[src/rtl/multicycle_main_control_pkg.sv]
// -----------------------------------------------------------------------------
// multicycle_main_control_pkg
// Shared definitions for the multi-cycle RISC-V main control FSM:
//   - RV32I opcode constants for the supported instruction groups
//   - alu_op encodings (also consumed by the downstream ALU-control stage)
//   - FSM state encoding (also visible on the state_o debug port)
//   - instruction class encoding latched in DECODE
// -----------------------------------------------------------------------------
package multicycle_main_control_pkg;

    localparam logic [6:0] OP_RTYPE  = 7'b0110011;
    localparam logic [6:0] OP_LOAD   = 7'b0000011;
    localparam logic [6:0] OP_STORE  = 7'b0100011;
    localparam logic [6:0] OP_BRANCH = 7'b1100011;

    localparam logic [1:0] ALUOP_LDST = 2'b00;
    localparam logic [1:0] ALUOP_BR   = 2'b01;
    localparam logic [1:0] ALUOP_R    = 2'b10;

    typedef enum logic [2:0] {
        ST_IDLE   = 3'd0,
        ST_FETCH  = 3'd1,
        ST_DECODE = 3'd2,
        ST_EXEC   = 3'd3,
        ST_MEM    = 3'd4,
        ST_WB     = 3'd5,
        ST_TRAP   = 3'd6
    } state_e;

    typedef enum logic [2:0] {
        CLS_NONE  = 3'd0,
        CLS_R     = 3'd1,
        CLS_LOAD  = 3'd2,
        CLS_STORE = 3'd3,
        CLS_BR    = 3'd4,
        CLS_ILL   = 3'd5
    } class_e;

endpackage

[src/rtl/multicycle_main_control_opcode_classifier.sv]
// -----------------------------------------------------------------------------
// multicycle_main_control_opcode_classifier
// Purely combinational opcode -> instruction class decode.
// Ports:
//   opcode_i   in  7  instr[6:0] from the instruction register
//   class_o    out 3  decoded class (R / LOAD / STORE / BR / ILL)
//   illegal_o  out 1  opcode is not one of the supported groups
// -----------------------------------------------------------------------------
module multicycle_main_control_opcode_classifier
    import multicycle_main_control_pkg::*;
(
    input  logic [6:0] opcode_i,
    output class_e     class_o,
    output logic       illegal_o
);

    always_comb begin
        class_o = CLS_ILL;
        unique case (opcode_i)
            OP_RTYPE:  class_o = CLS_R;
            OP_LOAD:   class_o = CLS_LOAD;
            OP_STORE:  class_o = CLS_STORE;
            OP_BRANCH: class_o = CLS_BR;
            default:   class_o = CLS_ILL;
        endcase
    end

    assign illegal_o = (class_o == CLS_ILL);

endmodule

[src/rtl/multicycle_main_control.sv]
// -----------------------------------------------------------------------------
// multicycle_main_control
// Main control FSM of the multi-cycle RISC-V datapath. Sequences
// IDLE -> FETCH -> DECODE -> EXEC -> (MEM) -> (WB) -> FETCH for R-type, load,
// store and beq, and counts retired instructions.
//
// Optional build macro: ILLEGAL_TRAP_EN
//   undefined: an illegal opcode pulses `illegal` for the DECODE cycle and the
//              FSM carries on with the next fetch.
//   defined:   an illegal opcode parks the FSM in TRAP (illegal held high,
//              everything else low) until rst_n is asserted.
//
// Ports:
//   clk, rst_n           clock (rising edge), async active-low reset
//   opcode               instr[6:0], valid from DECODE onward
//   imem_ready           instruction memory data valid (sampled in FETCH only)
//   dmem_ready           data memory access done (sampled in MEM only)
//   imem_req, ir_write, pc_write, branch, alu_op, alu_src, dmem_read,
//   dmem_write, mem_to_reg, reg_write, illegal   datapath controls
//   state_o              current state encoding (debug)
//   retired              retired-instruction count, wraps mod 2^CNT_W
// -----------------------------------------------------------------------------
module multicycle_main_control
    import multicycle_main_control_pkg::*;
#(
    parameter int CNT_W = 32
) (
    input  logic             clk,
    input  logic             rst_n,
    input  logic [6:0]       opcode,
    input  logic             imem_ready,
    input  logic             dmem_ready,
    output logic             imem_req,
    output logic             ir_write,
    output logic             pc_write,
    output logic             branch,
    output logic [1:0]       alu_op,
    output logic             alu_src,
    output logic             dmem_read,
    output logic             dmem_write,
    output logic             mem_to_reg,
    output logic             reg_write,
    output logic             illegal,
    output logic [2:0]       state_o,
    output logic [CNT_W-1:0] retired
);

    state_e           state_q, state_d;
    class_e           class_q, class_d;
    logic [CNT_W-1:0] retired_q;
    logic             retire;
    class_e           dec_class;
    logic             dec_illegal;

    multicycle_main_control_opcode_classifier u_classifier (
        .opcode_i  (opcode),
        .class_o   (dec_class),
        .illegal_o (dec_illegal)
    );

    // Next-state logic; `retire` marks the transition that completes an
    // instruction so the counter can never step twice in one cycle.
    always_comb begin
        state_d = state_q;
        class_d = class_q;
        retire  = 1'b0;
        case (state_q)
            ST_IDLE:  state_d = ST_FETCH;
            ST_FETCH: if (imem_ready) state_d = ST_DECODE;
            ST_DECODE: begin
                class_d = dec_class;
                if (dec_illegal) begin
`ifdef ILLEGAL_TRAP_EN
                    state_d = ST_TRAP;
`else
                    state_d = ST_FETCH;
`endif
                end else begin
                    state_d = ST_EXEC;
                end
            end
            ST_EXEC: begin
                case (class_q)
                    CLS_R:               state_d = ST_WB;
                    CLS_LOAD, CLS_STORE: state_d = ST_MEM;
                    CLS_BR: begin
                        state_d = ST_FETCH;
                        retire  = 1'b1;
                    end
                    default:             state_d = ST_FETCH;
                endcase
            end
            ST_MEM: begin
                if (dmem_ready) begin
                    if (class_q == CLS_STORE) begin
                        state_d = ST_FETCH;
                        retire  = 1'b1;
                    end else begin
                        state_d = ST_WB;
                    end
                end
            end
            ST_WB: begin
                state_d = ST_FETCH;
                retire  = 1'b1;
            end
`ifdef ILLEGAL_TRAP_EN
            ST_TRAP:  state_d = ST_TRAP;
`endif
            default:  state_d = ST_IDLE;
        endcase
    end

    always_ff @(posedge clk or negedge rst_n) begin
        if (!rst_n) begin
            state_q   <= ST_IDLE;
            class_q   <= CLS_NONE;
            retired_q <= '0;
        end else begin
            state_q <= state_d;
            class_q <= class_d;
            if (retire) retired_q <= retired_q + CNT_W'(1);
        end
    end

    // Output decode from the registered state and latched class. The only
    // input-qualified terms are the FETCH handshake pulses and the DECODE
    // illegal flag, since the class is not latched until the end of DECODE.
    always_comb begin
        imem_req   = 1'b0;
        ir_write   = 1'b0;
        pc_write   = 1'b0;
        branch     = 1'b0;
        alu_op     = ALUOP_LDST;
        alu_src    = 1'b0;
        dmem_read  = 1'b0;
        dmem_write = 1'b0;
        mem_to_reg = 1'b0;
        reg_write  = 1'b0;
        illegal    = 1'b0;
        case (state_q)
            ST_FETCH: begin
                imem_req = 1'b1;
                ir_write = imem_ready;
                pc_write = imem_ready;
            end
            ST_DECODE: illegal = dec_illegal;
            ST_EXEC: begin
                case (class_q)
                    CLS_R:               alu_op = ALUOP_R;
                    CLS_LOAD, CLS_STORE: alu_src = 1'b1;
                    CLS_BR: begin
                        alu_op = ALUOP_BR;
                        branch = 1'b1;
                    end
                    default: ;
                endcase
            end
            ST_MEM: begin
                // Address operands held so the ALU result stays stable.
                alu_src    = 1'b1;
                dmem_read  = (class_q == CLS_LOAD);
                dmem_write = (class_q == CLS_STORE);
            end
            ST_WB: begin
                reg_write  = 1'b1;
                mem_to_reg = (class_q == CLS_LOAD);
                if (class_q == CLS_R) alu_op = ALUOP_R;
            end
`ifdef ILLEGAL_TRAP_EN
            ST_TRAP:  illegal = 1'b1;
`endif
            default: ;
        endcase
    end

    assign state_o = state_q;
    assign retired = retired_q;

endmodule
[config.mk]
export PLATFORM = sky130hd
export DESIGN_NAME = multicycle_main_control
export DESIGN_NICKNAME = d
export VERILOG_FILES = /design/src/rtl/multicycle_main_control_pkg.sv /design/src/rtl/multicycle_main_control_opcode_classifier.sv /design/src/rtl/multicycle_main_control.sv
export SDC_FILE = /design/constraint.sdc
export NUM_CORES = 1
export LEC_CHECK = 0
export ABC_AREA = 1
export BUFFER_PORTS_ARGS = -buffer_cell sky130_fd_sc_hd__buf_2
export CAP_MARGIN = 20
export CORE_MARGIN = 3
export CORE_UTILIZATION = 40
export DETAILED_ROUTE_END_ITERATION = 12
export HOLD_SLACK_MARGIN = 0.15
export PLACE_DENSITY = 0.62
export SETUP_SLACK_MARGIN = 0.05
export SLEW_MARGIN = 40
export SYNTH_ARGS = -nofsm -noshare
export SYNTH_HDL_FRONTEND = slang
export SYNTH_SLANG_ARGS = --single-unit
[constraint.sdc]
create_clock -name clk -period 2.5 [get_ports clk]
set_input_delay 0.5 -clock clk [delete_from_list [all_inputs] [get_ports clk]]
set_output_delay 0.5 -clock clk [all_outputs]
set_load 0.05 [all_outputs]
==> impl_metrics.json <==
{
  "critPathRequiredTime_ns": 2.00,
  "synth_cell_type_count": 27,
  "path_max_fanout": 7,
  "worstSetupStartpointType": "flip-flop",
  "ios": 58,
  "gp_congestion": 0.9082,
  "clock_sinks": 38,
  "vdd_drop_max_mv": 0.9652,
  "cts_buffers": 5,
  "hold_viol": 0,
  "syn_inst": 395,
  "drive_gt1_share_pct": 19.30,
  "layout.nets": 467,
  "utilization_pct": 49.63,
  "syn_nets": 407,
  "yosysWarnings": 0,
  "grt_first_pass_wirelength_mm": 11.06,
  "die_w_um": 85.96,
  "wl_mm": 6.179,
  "finalMaxSlewViolations": 0,
  "path_clk_slew_ns": 0.07,
  "core_area_um2": 6061,
  "max_cap_viol_count": 0,
  "vias": 2489,
  "post-dp-hpwl_mm": 4.918,
  "grt_util_all_layers_pct": 18.68,
  "antenna_left": 0,
  "area_growth_syn_to_layout_pct": 17.61,
  "fin_skew_ns": 0.006164,
  "drc": 0,
  "syn_area_um2": 2557,
  "worst_setup_path_end_kind": "output pin",
  "postSynthAreaPerCell_um2": 6.475,
  "post_cts_buffers": 0,
  "initial_utilization_pct": 42.20,
  "fin_crit_ns": 2.170,
  "fin_ws_ns": 0.3301,
  "ys_ff_latch": 38,
  "htreeDepth": 2,
  "min_path_type": "in2reg",
  "holdWs_ns": 0.4469,
  "max_freq_ghz": 0.4608,
  "cp.arrival_ns": 1.67,
  "drt_iter0_drc": 141,
  "portBuffers": 57,
  "die-area_um2": 7389,
  "routedWlPerCell_um": 11.64,
  "outcome": "completed",
  "num_rows": 28,
  "n_fill_cell": 643,
  "tightest_slew_ns": 0.5584,
  "die_y_um": 85.96,
  "p_per_area_nw_per_um2": 686.0,
  "ys_seq_area_share_pct": 37.18,
  "cts_tree": "yes",
  "crit_type": "reg2out",
  "total_leakage_power_nw": 1.528,
  "maxSlewHeadroom_pct": 62.49,
  "finalSetupViolCount": 0,
  "antenna_found_initial": 0,
  "grt_max_degree": 37,
  "tns_ns": 0,
  "grt_overflow": 0,
  "rsz0062_at_grt": "no",
  "vias_per_cell": 4.687,
  "cts_buffer_depth": 2,
  "clkLatencyLatePin_ns": 0.29,
  "firstDrtPassIters": 4,
  "root_buffer": "clkbuf_8",
  "n_antenna_cell": 0,
  "detailedPlace.worstSlack_ns": 0.5438,
  "grt_pass1_vias": 2408,
  "fin_crit_sh_pct": 86.80
}
==> worst max-delay path, cell delays in order (launching register included) <==
cell and delay (ns):
dfrtp_2 0.49, inv_1 0.09, nor3_2 0.24, nand2_1 0.13
a31oi_1 0.15, buf_2 0.28
==> registers in the layout (all words and copies together) (netlist names) <==
signal,cells
class_q,3
retired,32
state_o,3
==> layout by cell type (no fill, tap or decap), drive strengths merged, types with 8 or more instances in the layout <==
cell type,count
nand2,182
nor2,68
buf,58
inv,41
dfrtp,38
nand3,22
o21ai,9
xnor2,9
clkbuf,8
==> layout make-up <==
cell class	count	area [µm²]	share of cell area, %
flip-flops and latches	38	954.7	31.74
clock buffers	8	80.08	2.662
inverters	41	153.9	5.116
multi-input cells	310	1423	47.30
well taps	75	93.84	3.120
repair buffers	59	302.8	10.07
==> Yosys cell counts, drive strengths merged <==
cell | instances | area (µm²)
ha | 1 | 12.51
inv | 41 | 153.9
xor2 | 7 | 61.31
nand2 | 182 | 698.2
a211oi | 1 | 7.510
xnor2 | 9 | 101.4
nand4 | 1 | 6.260
a31oi | 1 | 6.260
nand3 | 22 | 122.6
o21ai | 9 | 45.04
a21oi | 2 | 10.01
buf | 6 | 60.05
nor3 | 7 | 56.31
dfrtp | 38 | 950.9
nor2 | 68 | 265.3
==> final timing paths <==
| path | endpoint | start | slack (ns) | cells past startpoint |
|---|---|---|---|---|
| setup / recovery | illegal | state_o[1]$_DFFE_PN0P_ | 0.33 | 5 |
| hold / removal | class_q[1]$_DFFE_PN0N_ | opcode[6] | 0.45 | 2 |
| setup reg to reg | retired[24]$_DFFE_PN0P_ | retired[0]$_DFFE_PN0P_ | 0.71 | 8 |
| hold reg to reg | retired[7]$_DFFE_PN0P_ | retired[7]$_DFFE_PN0P_ | 0.52 | 1 |
| max in group asynchronous | retired[15]$_DFFE_PN0P_ | rst_n | 1.19 | 3 |
| min in group asynchronous | retired[21]$_DFFE_PN0P_ | rst_n | 0.68 | 2 |
==> metal layers <==
metal	global-route usage (%)	part of all wire (%)
met1	24.75	49
met2	30.97	46
met3	3.458	3.9
met4	5.468	1.2
met5	0	0
==> repair_timing <==
item                      CTS  global route
resized for setup           0             0
hold buffers                1             0
hold endpoints to repair   15             0
==> power breakdown <==
part	total [mW]	internal [mW]	switching, mW
registers	0.790	0.683	0.107
clock network	0.406	0.198	0.208
logic	0.867	0.196	0.672
==> metrics by stage <==
stage               cells  instance area (µm²)  power [mW]
floorplan             395                 2591       1.520
global placement      522                 2918       1.674
detailed placement    522                 2918       1.679
CTS                   531                 3008       2.096
global route          531                 3008       2.206
finish                531                 3008       2.063
==> kinds of logic after synthesis <==
logic type | Yosys count | synth area share [%]
simple gates | 280 | 44.91
fa+ha+maj | 1 | 0.4892
flops | 38 | 37.18
compound gates | 13 | 2.691
xor+xnor | 16 | 6.360
buf+inv | 47 | 8.366
Power figures use the tool's default switching activity.
